`config.mk`:
```
export PLATFORM = sky130hd
export DESIGN_NAME = bcd_operand_entry
export DESIGN_NICKNAME = d
export VERILOG_FILES = /design/src/rtl/bcd_entry_pkg.sv /design/src/rtl/key_holdoff_timer.sv /design/src/rtl/bcd_operand_entry.sv
export SDC_FILE = /design/constraint.sdc
export NUM_CORES = 1
export LEC_CHECK = 0
export ABC_AREA = 0
export BUFFER_PORTS_ARGS = -buffer_cell sky130_fd_sc_hd__buf_2
export CORE_AREA = 2 2 57 59
export DETAILED_ROUTE_END_ITERATION = 10
export DIE_AREA = 0 0 59 61
export PLACE_DENSITY = 0.89
export SETUP_SLACK_MARGIN = 0.2
export SLEW_MARGIN = 25
export SYNTH_ARGS = -nofsm -noshare
export SYNTH_HDL_FRONTEND = slang
export SYNTH_HIERARCHICAL = 1
export SYNTH_SLANG_ARGS = --single-unit
```
`constraint.sdc`:
```
create_clock -name clk -period 3.3 [get_ports clk]
set_clock_uncertainty 0.2 [all_clocks]
set_input_delay 0.495 -clock clk [delete_from_list [all_inputs] [get_ports clk]]
set_output_delay 0.495 -clock clk [all_outputs]
set_load 0.01 [all_outputs]
```
`src/rtl/bcd_entry_pkg.sv`:
```
// bcd_entry_pkg: shared key codes, entry states and digit width for the BCD operand entry block
package bcd_entry_pkg;
  localparam int DW = 4;
  localparam logic [DW-1:0] KEY_PLUS  = 4'd10;
  localparam logic [DW-1:0] KEY_MINUS = 4'd11;
  localparam logic [DW-1:0] KEY_ENTER = 4'd12;
  localparam logic [DW-1:0] KEY_CLEAR = 4'd13;
  typedef enum logic [1:0] {
    ST_OP1  = 2'd0,
    ST_OP2  = 2'd1,
    ST_DONE = 2'd2
  } state_t;
endpackage

```
`src/rtl/key_holdoff_timer.sv`:
```
// key_holdoff_timer: debounce guard, ready only once the down-counter has drained to zero
module key_holdoff_timer #(
  parameter int HOLDOFF_CYCLES = 4
) (
  input  logic clk,
  input  logic rst,
  input  logic load,
  output logic ready
);
  logic [3:0] cnt_q, cnt_d;
  // reload on every accepted key, otherwise count down and stop at zero
  always_comb cnt_d = load ? 4'(HOLDOFF_CYCLES) : (cnt_q != 4'd0 ? cnt_q - 4'd1 : cnt_q);
  // counter register
  always_ff @(posedge clk or posedge rst)
    if (rst) cnt_q <= '0;
    else cnt_q <= cnt_d;
  assign ready = (cnt_q == 4'd0);
endmodule

```
`src/rtl/bcd_operand_entry.sv`:
```
// bcd_operand_entry: keyed entry of two 2-digit BCD operands and an operator; AUTO_SUBMIT_EN finishes on the second operand-2 digit
module bcd_operand_entry
  import bcd_entry_pkg::*;
#(
  parameter int HOLDOFF_CYCLES = 4
) (
  input  logic          clk,
  input  logic          rst,
  input  logic          key_valid,
  input  logic [DW-1:0] key_code,
  output logic          key_ready,
  output logic [DW-1:0] op1_10,
  output logic [DW-1:0] op1_1,
  output logic [DW-1:0] op2_10,
  output logic [DW-1:0] op2_1,
  output logic          operator,
  output logic          operands_valid,
  output logic [1:0]    entry_state,
  output logic          digit_err
);
  state_t        st_q, st_d;
  logic [DW-1:0] op1_10_q, op1_10_d, op1_1_q, op1_1_d, op2_10_q, op2_10_d, op2_1_q, op2_1_d;
  logic [1:0]    cnt1_q, cnt1_d, cnt2_q, cnt2_d;
  logic          oper_q, oper_d, err_q, err_d;
  logic          acc, is_dig, is_pm;
  assign acc    = key_valid & key_ready;
  assign is_dig = key_code < 4'd10;
  assign is_pm  = (key_code == KEY_PLUS) || (key_code == KEY_MINUS);
  key_holdoff_timer #(.HOLDOFF_CYCLES(HOLDOFF_CYCLES)) u_holdoff (
    .clk  (clk),
    .rst  (rst),
    .load (acc),
    .ready(key_ready)
  );
  // next entry state: clear/recovery first, then per-state key handling
  always_comb begin
    st_d     = st_q;
    op1_10_d = op1_10_q;
    op1_1_d  = op1_1_q;
    op2_10_d = op2_10_q;
    op2_1_d  = op2_1_q;
    cnt1_d   = cnt1_q;
    cnt2_d   = cnt2_q;
    oper_d   = oper_q;
    err_d    = 1'b0;
    if (!(st_q inside {ST_OP1, ST_OP2, ST_DONE}) || (acc && key_code == KEY_CLEAR)) begin
      st_d     = ST_OP1;
      op1_10_d = '0;
      op1_1_d  = '0;
      op2_10_d = '0;
      op2_1_d  = '0;
      cnt1_d   = '0;
      cnt2_d   = '0;
      oper_d   = 1'b0;
    end else if (acc) begin
      case (st_q)
        ST_OP1:
          if (is_dig) begin
            if (cnt1_q < 2'd2) begin
              op1_10_d = op1_1_q;
              op1_1_d  = key_code;
              cnt1_d   = cnt1_q + 2'd1;
            end else err_d = 1'b1;
          end else if (is_pm) begin
            oper_d = (key_code == KEY_MINUS);
            st_d   = ST_OP2;
          end
        ST_OP2:
          if (is_dig) begin
            if (cnt2_q < 2'd2) begin
              op2_10_d = op2_1_q;
              op2_1_d  = key_code;
              cnt2_d   = cnt2_q + 2'd1;
`ifdef AUTO_SUBMIT_EN
              if (cnt2_q == 2'd1) st_d = ST_DONE;
`endif
            end else err_d = 1'b1;
          end else if (is_pm) begin
            if (cnt2_q == 2'd0) oper_d = (key_code == KEY_MINUS);
          end else if (key_code == KEY_ENTER) st_d = ST_DONE;
        ST_DONE:
          if (is_dig) begin
            st_d     = ST_OP1;
            op1_10_d = '0;
            op1_1_d  = key_code;
            cnt1_d   = 2'd1;
            op2_10_d = '0;
            op2_1_d  = '0;
            cnt2_d   = '0;
            oper_d   = 1'b0;
          end
        default: ;
      endcase
    end
  end
  // entry state and operand registers
  always_ff @(posedge clk or posedge rst)
    if (rst) begin
      st_q     <= ST_OP1;
      op1_10_q <= '0;
      op1_1_q  <= '0;
      op2_10_q <= '0;
      op2_1_q  <= '0;
      cnt1_q   <= '0;
      cnt2_q   <= '0;
      oper_q   <= 1'b0;
      err_q    <= 1'b0;
    end else begin
      st_q     <= st_d;
      op1_10_q <= op1_10_d;
      op1_1_q  <= op1_1_d;
      op2_10_q <= op2_10_d;
      op2_1_q  <= op2_1_d;
      cnt1_q   <= cnt1_d;
      cnt2_q   <= cnt2_d;
      oper_q   <= oper_d;
      err_q    <= err_d;
    end
  assign op1_10         = op1_10_q;
  assign op1_1          = op1_1_q;
  assign op2_10         = op2_10_q;
  assign op2_1          = op2_1_q;
  assign operator       = oper_q;
  assign operands_valid = (st_q == ST_DONE);
  assign entry_state    = st_q;
  assign digit_err      = err_q;
endmodule

```
==> impl_metrics.env, run 1 <==
export IMPL_syn_area_um2=1600
export IMPL_cts_clk_slew_worst_paths_ns=0.16
export IMPL_rsz0062_at_grt="false"
export IMPL_cts_tree="yes"
export IMPL_worstSetupPathType="register to register"
export IMPL_post_route_util_pct=61.7
export IMPL_drive_gt1_share_pct=27.1
export IMPL_ff_latch_area_um2=701
export IMPL_initial_core_util_pct=54.0
export IMPL_path_max_fanout=16
export IMPL_grt_max_degree=25
export IMPL_power_mw=1.50
export IMPL_portBuffers=28
export IMPL_finalCriticalPeriod_ns=2.60
export IMPL_top_level_ports=29
export IMPL_cp_cell_sequence="inv_1 -> ha_1 -> nor3b_4 -> nand2_2 -> inv_1 -> a31oi_2 -> nor2_1 -> a22o_1"
export IMPL_critPathSlowestCell="dfrtp_1"
export IMPL_die_h_um=61
export IMPL_period_share_pct=78.7
export IMPL_grt_pass1_vias=1209
export IMPL_ys_types=41
export IMPL_peakVddDrop_uv=369
export IMPL_seq_area_frac_synth_pct=43.9
export IMPL_dpl_hpwl_um=2320
export IMPL_dr_total_vias=1226
export IMPL_worst_ep_required_time_ns=3.38
export IMPL_hold_path_class="input pin to register"
export IMPL_core_um2=2950
export IMPL_grt_first_pass_wirelength_um=5420
export IMPL_diodes=0
export IMPL_setup_tns_final_ns=0
export IMPL_synthToLayoutAreaGrowth_pct=14.1
export IMPL_clk_latency_ns=0.34
export IMPL_grt_overflow=0
export IMPL_yosys_warnings=6
export IMPL_die_w_um=59
export IMPL_status="completed"
export IMPL_synthCells=159
export IMPL_synth_nets=172
export IMPL_nNetsFinal=202
export IMPL_holdWs_ns=0.258
export IMPL_path_common_cell="inv_1"
export IMPL_final_cell_mix="dfrtp_1, buf_2, nand2_1"
export IMPL_worst_pin_slew_ns=0.855
export IMPL_drt_iter0_drc=54
export IMPL_ys_flop_type="dfrtp_1"
export IMPL_end_kind="register"
export IMPL_ant_nets=0
export IMPL_synth_edf_count=0
export IMPL_dr_pass1_iters=4
export IMPL_track_usage_pct=20.2
export IMPL_dp_cells=216
export IMPL_htreeDepth=1
export IMPL_vias_per_cell=5.55
export IMPL_clock_sinks=28
export IMPL_power_density_nw_per_um2=822
export IMPL_crit_path_max_incr_delay_ns=0.43
export IMPL_async_flop_share_pct=100
export IMPL_maxSlewHeadroom_pct=42.7
export IMPL_finalSetupViolations=0
export IMPL_fill_cells=256
export IMPL_multiInputGateArea_um2=831
export IMPL_cp_arrival_ns=2.67
export IMPL_route_detailed_drc=0
export IMPL_layout_cells_non_filler=221
export IMPL_syn_avg_cell_area_um2=10.0
export IMPL_cts_buffers=3
export IMPL_antenna_found_initial=0
export IMPL_cap_violations=0
export IMPL_cts_resized=0
export IMPL_p_leak_nw=0.892
export IMPL_min_path_cells=3
export IMPL_rows=20
export IMPL_cp_start_kind="register"
export IMPL_reg2regPathDepth=8
export IMPL_wl_per_cell_um=14.7
export IMPL_synth_seq_cells=28
export IMPL_dieArea_um2=3600
export IMPL_gp_congestion=0.878
export IMPL_finalMaxSlewViolations=0
export IMPL_fmax_mhz=385
export IMPL_hold_violations=0
export IMPL_root_buffer="clkbuf_4"
export IMPL_cts_buffer_depth=2
export IMPL_totalWireLength_um=3250
==> metal layers <==
metal  global-route usage, %  share of wire, %  up-vias
met3                    2.77               4.6        7
li1                        -                 -      599
met4                    7.47               1.6        0
met5                       0                 0        -
met1                    25.7                46      580
met2                    35.1                48       40
==> sequential cells by signal, indices dropped and copies added, names as in the netlist <==
signal / flops
op1_10: 4
op1_1: 4
op2_10: 4
op2_1: 4
u_holdoff/cnt_q: 4
cnt1_q: 2
cnt2_q: 2
entry_state: 2
digit_err: 1
operator: 1
==> layout make-up <==
| cell class | instances | area share (%) |
|---|---|---|
| multi-input combinational | 115 | 45.6 |
| sequential | 28 | 38.5 |
| timing repair buffer | 29 | 8.25 |
| inverter | 12 | 2.47 |
| tap | 33 | 2.27 |
| clock inverter | 1 | 1.65 |
| clock buffer | 3 | 1.24 |
==> kinds of logic after synthesis <==
| family | share of synthesized area (%) |
|---|---|
| AND/OR/NAND/NOR | 23.1 |
| AO/OA/AOI/OAI | 14.9 |
| adder cells (fa/ha/maj) | 4.71 |
| flip-flops | 43.9 |
| buffers and inverters | 4.00 |
| multiplexers | 9.33 |
==> power breakdown <==
| group | leakage, nW | internal (mW) | switching (mW) | total (mW) |
|---|---|---|---|---|
| clock | 0.0279 | 0.123 | 0.104 | 0.227 |
| combinational | 0.501 | 0.313 | 0.371 | 0.684 |
| sequential | 0.363 | 0.477 | 0.109 | 0.586 |
| total | 0.892 | 0.913 | 0.584 | 1.50 |
==> final timing paths <==
kind,startpoint,endpoint,slack [ns]
worst min-delay path,key_code[1],op1_1[1],0.26
worst min register to register,op1_10[2],op1_10[2],0.33
max in group asynchronous,rst,op1_1[0],1.94
worst max register to register,u_holdoff/cnt_q[0],op1_10[0],0.70
worst max-delay path,u_holdoff/cnt_q[0],op1_10[0],0.70
min in group asynchronous,rst,u_holdoff/cnt_q[2],0.37
==> synthesized netlist by cell type (2+ instances only) <==
cell	n	area, µm²
nor2_1	11	41.3
nor2_4	2	22.5
nand2b_1	12	75.1
mux2_2	3	33.8
buf_2	3	15.0
a22o_1	5	43.8
dfrtp_1	28	701
nand2_1	21	78.8
or3_1	2	12.5
inv_1	12	45.0
nor2b_1	3	18.8
and3b_2	2	20.0
nor3_1	2	10.0
ha_1	6	75.1
mux2i_1	10	100
a21oi_1	2	10.0
o21ai_0	11	55.1
==> critical path: cells and delay by family (launching register included) <==
family / cells / cell delay [ns]
AOI/OAI and AO/OA: 2 / 0.51
and+or+nand+nor: 3 / 0.85
DFF: 1 / 0.43
buffers and inverters: 2 / 0.37
adders and majority gates: 1 / 0.19
==> timing repair <==
action	4_1_cts	5_1_grt
buffers inserted	0	0
hold buffers	1	0
endpoints found under the hold margin	4	0
==> through the flow <==
stage	area (µm²)	setup WS (ns)
final	1820	0.703
after CTS	1820	0.693
after floorplan	1600	1.03
after global placement	1760	0.857
after global routing	1820	0.411
after detailed placement	1760	0.727
No activity file was read; power rests on OpenSTA's default activity.
==> run 2, diff against run 1 <==
--- a/config.mk
+++ b/config.mk
@@ -7,10 +7,10 @@
 export LEC_CHECK = 0
 export ABC_AREA = 0
 export BUFFER_PORTS_ARGS = -buffer_cell sky130_fd_sc_hd__buf_2
-export CORE_AREA = 2 2 57 59
+export CORE_AREA = 2 2 61 63
 export DETAILED_ROUTE_END_ITERATION = 10
-export DIE_AREA = 0 0 59 61
-export PLACE_DENSITY = 0.89
+export DIE_AREA = 0 0 63 65
+export PLACE_DENSITY = 0.83
 export SETUP_SLACK_MARGIN = 0.2
 export SLEW_MARGIN = 25
 export SYNTH_ARGS = -nofsm -noshare
==> constraint.sdc (replaced) <==
create_clock -name clk -period 2.2 [get_ports clk]
set_clock_uncertainty 0.2 [all_clocks]
set_input_delay 0.33 -clock clk [delete_from_list [all_inputs] [get_ports clk]]
set_output_delay 0.33 -clock clk [all_outputs]
set_load 0.01 [all_outputs]
==> run 2 against run 1 <==
Register-to-register slack worse by 0.54 ns. Critical endpoint is now entry_state[0]. Combinational power up 110%. Critical path depth unchanged. Largest power group unchanged.
==> impl_metrics.env, run 2 (same netlist as run 1, synthesis figures left out) <==
export IMPL_antenna_found_initial=0
export IMPL_root_buffer="clkbuf_4"
export IMPL_gp_congestion=0.887
export IMPL_fill_cells=310
export IMPL_dp_cells=237
export IMPL_power_density_nw_per_um2=1170
export IMPL_crit_start="u_holdoff/cnt_q[0]"
export IMPL_power_frac_comb_pct=57.0
export IMPL_wl_per_cell_um=13.7
export IMPL_initial_core_util_pct=45.6
export IMPL_ff_latch_area_um2=701
export IMPL_preCtsSetupSlack_ns=0.0847
export IMPL_synthToLayoutAreaGrowth_pct=33.6
export IMPL_setup_tns_final_ns=0
export IMPL_finalSetupViolations=0
export IMPL_rows=22
export IMPL_worst_ep_required_time_ns=2.23
export IMPL_min_from="key_code[0]"
export IMPL_internal_power_mw=1.51
export IMPL_totalWireLength_um=3570
export IMPL_finalMaxSlewViolations=0
export IMPL_cts_buffers=3
export IMPL_grt_overflow=0
export IMPL_cts_buffer_depth=2
export IMPL_cts_clk_slew_worst_paths_ns=0.15
export IMPL_p_leak_nw=1.03
export IMPL_track_usage_pct=18.4
export IMPL_maxSlewHeadroom_pct=75.5
export IMPL_drive_gt1_share_pct=41.0
export IMPL_top_level_ports=29
export IMPL_post_route_util_pct=61.0
export IMPL_power_frac_clock_pct=8.6
export IMPL_cts_tree="yes"
export IMPL_rsz0062_at_grt="true"
export IMPL_placed_area_um2=1840
export IMPL_ant_nets=0
export IMPL_reg2regPathDepth=8
export IMPL_power_mw=2.50
export IMPL_core_um2=3500
export IMPL_grt_max_degree=25
export IMPL_end_kind="register"
export IMPL_dr_pass1_iters=4
export IMPL_worstSetupPathType="register to register"
export IMPL_drt_iter0_drc=42
export IMPL_sw_frac_of_total_pct=39.7
export IMPL_period_share_pct=92.6
export IMPL_die_h_um=65
export IMPL_status="completed"
export IMPL_vias_per_cell=5.21
export IMPL_dpl_hpwl_um=2380
export IMPL_htreeDepth=1
export IMPL_nNetsFinal=227
export IMPL_worst_pin_slew_ns=0.366
export IMPL_multiInputGateArea_um2=927
export IMPL_p_sw_mw=0.994
export IMPL_portBuffers=28
export IMPL_cp_start_kind="register"
export IMPL_route_detailed_drc=0
export IMPL_dieArea_um2=4100
export IMPL_peakVddDrop_uv=586
export IMPL_grt_pass1_vias=1320
export IMPL_grt_first_pass_wirelength_um=5940
export IMPL_seq_power_share_pct=34.4
export IMPL_hold_path_class="input pin to register"
export IMPL_layout_cells_non_filler=260
export IMPL_finalCriticalPeriod_ns=2.04
export IMPL_cp_arrival_ns=2.06
export IMPL_diodes=0
export IMPL_cap_violations=0
export IMPL_fin_area_um2=2130
export IMPL_fmax_mhz=491
export IMPL_final_cell_mix="dfrtp_1, buf_2, nand2_1, buf_4, nand2b_1"
export IMPL_holdWs_ns=0.0946
export IMPL_clk_latency_ns=0.34
export IMPL_dr_total_vias=1354
export IMPL_min_path_cells=3
export IMPL_r2r_start="u_holdoff/cnt_q[0]"
export IMPL_layout_commonest_cell="dfrtp_1"
export IMPL_finalWorstSetupSlack_ns=0.163
export IMPL_clock_sinks=28
export IMPL_path_max_fanout=4
export IMPL_hold_violations=0
export IMPL_die_w_um=63
==> run 2: cell types whose count changed in the layout (fill, tap and decap cells not counted), moves of 2 or more <==
cell / previous run / this run
o21ai_1: 0 / 4
buf_4: 0 / 21
o21ai_0: 11 / 6
buf_6: 0 / 4
nor2_1: 11 / 8
ha_4: 0 / 3
nor2_4: 2 / 4
ha_1: 6 / 2
==> run 2: layout make-up <==
class | instances | share of cell area (%)
Inverter | 12 | 2.47
Clock buffer | 3 | 1.06
Sequential cell | 28 | 32.9
Timing Repair Buffer | 54 | 17.3
Multi-Input combinational cell | 115 | 43.5
Tap cell | 48 | 2.82
==> run 2: layer usage <==
metal	vias up	global-route usage [%]	share of wire [%]
li1	655	-	-
met1	662	23.9	45
met2	30	29.5	50
met3	7	3.30	2.8
met4	0	8.89	1.7
met5	-	0	0
==> run 2: critical path, stage by stage, from the launching register on <==
cell and delay, ns:
dfrtp_1 0.42, inv_1 0.06, ha_2 0.18, nor3b_4 0.26, nand2_4 0.14, o21bai_4 0.21
buf_4 0.16, nor2_1 0.04, mux2_4 0.25
==> run 2: power groups by stage <==
stage	Sequential, mW	Clock [mW]	Combinational, mW
global route	0.888	0.235	1.59
CTS	0.863	0.218	1.23
floorplan	0.920	0	0.714
detailed placement	0.882	0	1.09
global placement	0.876	0	1.06
finish	0.862	0.215	1.43
==> run 2: path summary, 6_finish.rpt <==
| kind | end | slack (ns) |
|---|---|---|
| worst max-delay path | entry_state[0] | 0.16 |
| worst min-delay path | op1_1[0] | 0.09 |
| worst max register to register | entry_state[0] | 0.16 |
| worst min register to register | cnt1_q[0] | 0.31 |
| max in group asynchronous | cnt2_q[1] | 1.17 |
| min in group asynchronous | u_holdoff/cnt_q[1] | 0.20 |
==> run 2: what timing repair did <==
action	4_1_cts	5_1_grt
pin swaps	9	9
resized for setup	9	16
endpoints found under the hold margin	28	0
buffers inserted	10	9
endpoints found under the setup margin	20	24
hold buffers	1	0
==> run 3, diff against run 2 <==
==> constraint.sdc (replaced) <==
create_clock -name clk -period 2.2 [get_ports clk]
set_clock_uncertainty 0.2 [all_clocks]
set_input_delay 0.11 -clock clk [delete_from_list [all_inputs] [get_ports clk]]
set_output_delay 0.11 -clock clk [all_outputs]
set_load 0.01 [all_outputs]
==> run 3 against run 2 <==
Critical path depth is the same. Largest power group unchanged. Routed wire length is 7.2% higher. Clock power up 21%. Critical path type unchanged.
==> impl_metrics.env, run 3 (same netlist as run 1, synthesis figures left out) <==
export IMPL_finalCriticalPeriod_ns=2.05
export IMPL_cts_buffers=3
export IMPL_synthToLayoutAreaGrowth_pct=34.3
export IMPL_antenna_found_initial=0
export IMPL_min_from="key_code[3]"
export IMPL_cap_violations=0
export IMPL_finalMaxSlewViolations=0
export IMPL_fin_area_um2=2140
export IMPL_path_max_fanout=10
export IMPL_layout_commonest_cell="dfrtp_1"
export IMPL_reg2regPathDepth=8
export IMPL_vias_per_cell=5.21
export IMPL_worstSetupPathType="register to register"
export IMPL_gp_congestion=0.883
export IMPL_clk_latency_ns=0.35
export IMPL_critPathSlowestCell="dfrtp_1"
export IMPL_sw_frac_of_total_pct=39.8
export IMPL_dr_total_vias=1361
export IMPL_status="completed"
export IMPL_hold_violations=0
export IMPL_preCtsSetupSlack_ns=0.0722
export IMPL_clock_sinks=28
export IMPL_end_kind="register"
export IMPL_cts_buffer_depth=2
export IMPL_worst_ep_required_time_ns=2.26
export IMPL_peakVddDrop_uv=571
export IMPL_top_level_ports=29
export IMPL_htreeDepth=1
export IMPL_grt_overflow=0
export IMPL_cp_start_kind="register"
export IMPL_worst_pin_slew_ns=0.335
export IMPL_dpl_hpwl_um=2450
export IMPL_finalWorstSetupSlack_ns=0.151
export IMPL_portBuffers=28
export IMPL_final_cell_mix="dfrtp_1, buf_2, nand2_1"
export IMPL_worst_path_stages=8
export IMPL_grt_max_degree=25
export IMPL_dr_pass1_iters=4
export IMPL_setup_tns_final_ns=0
export IMPL_drt_iter0_drc=63
export IMPL_dieArea_um2=4100
export IMPL_ant_nets=0
export IMPL_cp_cell_sequence="inv_2 -> ha_4 -> nor3b_4 -> nand2_4 -> inv_4 -> o21ai_1 -> nor2_2 -> mux2_4"
export IMPL_seq_power_share_pct=34.0
export IMPL_grt_first_pass_wirelength_um=6220
export IMPL_cp_top_family="simple AND/OR/NAND/NOR gates"
export IMPL_reg2reg_slack_ns=0.15
export IMPL_cts_clk_slew_worst_paths_ns=0.15
export IMPL_rows=22
export IMPL_initial_core_util_pct=45.6
export IMPL_crit_path_max_incr_delay_ns=0.43
export IMPL_cts_tree="yes"
export IMPL_route_detailed_drc=0
export IMPL_p_leak_nw=1.02
export IMPL_cp_arrival_ns=2.11
export IMPL_nNetsFinal=227
export IMPL_power_frac_comb_pct=55.8
export IMPL_drive_gt1_share_pct=38.0
export IMPL_track_usage_pct=19.7
export IMPL_internal_power_mw=1.54
export IMPL_finalSetupViolations=0
export IMPL_cp_num_buf_inv=2
export IMPL_power_density_nw_per_um2=1190
export IMPL_whs_endpoint="operator"
export IMPL_p_sw_mw=1.02
export IMPL_power_frac_clock_pct=10.2
export IMPL_diodes=0
export IMPL_wl_per_cell_um=14.6
export IMPL_r2r_end="entry_state[0]"
export IMPL_fmax_mhz=488
export IMPL_root_buffer="clkbuf_4"
export IMPL_placed_area_um2=1830
export IMPL_maxSlewHeadroom_pct=77.5
export IMPL_min_path_cells=5
export IMPL_r2r_start="u_holdoff/cnt_q[0]"
export IMPL_fill_cells=288
export IMPL_hold_path_class="input pin to register"
export IMPL_core_um2=3500
export IMPL_grt_pass1_vias=1361
export IMPL_die_h_um=65
export IMPL_period_share_pct=93.2
export IMPL_die_w_um=63
export IMPL_rsz0062_at_grt="true"
export IMPL_totalWireLength_um=3820
==> run 3: changes by cell type in the layout (fill, tap and decap cells not counted), moves of 2 or more <==
cell | before | now
buf_4 | 21 | 14
dlygate4sd3_1 | 1 | 7
o21ai_0 | 6 | 4
o21ai_1 | 4 | 7
==> run 3: tightest hold or removal path, cell delays in order <==
cell and delay [ns]:
buf_2 0.17, nand2_1 0.09, or3_1 0.09, or3_1 0.09, a21oi_1 0.06
==> run 3: power by group through the flow <==
stage / Combinational (mW) / Sequential (mW) / Clock (mW)
after global placement: 1.05 / 0.877 / 0
after global routing: 1.56 / 0.890 / 0.286
after floorplan: 0.714 / 0.920 / 0
after detailed placement: 1.08 / 0.888 / 0
final: 1.42 / 0.868 / 0.261
after CTS: 1.26 / 0.867 / 0.262
==> run 3: how the worst max path moves through the flow <==
stage / from / to / slack [ns]
after floorplan: u_holdoff/cnt_q[0] / entry_state[0] / 0.11
after global placement: u_holdoff/cnt_q[0] / entry_state[0] / 0.12
after detailed placement: u_holdoff/cnt_q[0] / op2_10[0] / 0.07
after CTS: u_holdoff/cnt_q[0] / operator / 0.19
after global routing: u_holdoff/cnt_q[0] / operator / 0.09
final: u_holdoff/cnt_q[0] / entry_state[0] / 0.15
==> run 3: timing repair <==
| item | CTS | global route |
|---|---|---|
| pin swaps | 4 | 7 |
| hold buffers | 7 | 0 |
| resized for setup | 9 | 16 |
| setup endpoints to repair | 19 | 23 |
| setup buffers | 10 | 4 |
| endpoints found under the hold margin | 37 | 0 |
==> run 3: per-stage QoR <==
| step | utilization [%] | power, mW | hold WS (ns) | std cells |
|---|---|---|---|---|
| after floorplan | - | 1.63 | -0.324 | 159 |
| after global placement | 52.4 | 1.93 | -0.185 | 236 |
| after detailed placement | 52.4 | 1.97 | -0.189 | 236 |
| after CTS | 58.8 | 2.39 | 0.0402 | 257 |
| after global routing | 61.3 | 2.74 | 0.0963 | 261 |
| final | 61.3 | 2.55 | 0.0700 | 261 |
==> run 3: layer usage <==
metal	track usage, %	part of all wire [%]	up-vias
li1	-	-	648
met1	24.6	43	663
met2	33.5	51	38
met3	2.60	3.9	12
met4	9.72	2.1	0
met5	0	0	-
==> run 3: cell type report <==
cell class,instances,area [µm²],share of cell area (%)
multi-input cells,115,911,42.5
clock buffers,4,36.3,1.69
flip-flops and latches,28,701,32.7
inverters,12,47.5,2.22
repair buffers,54,387,18.0
well taps,48,60.1,2.80
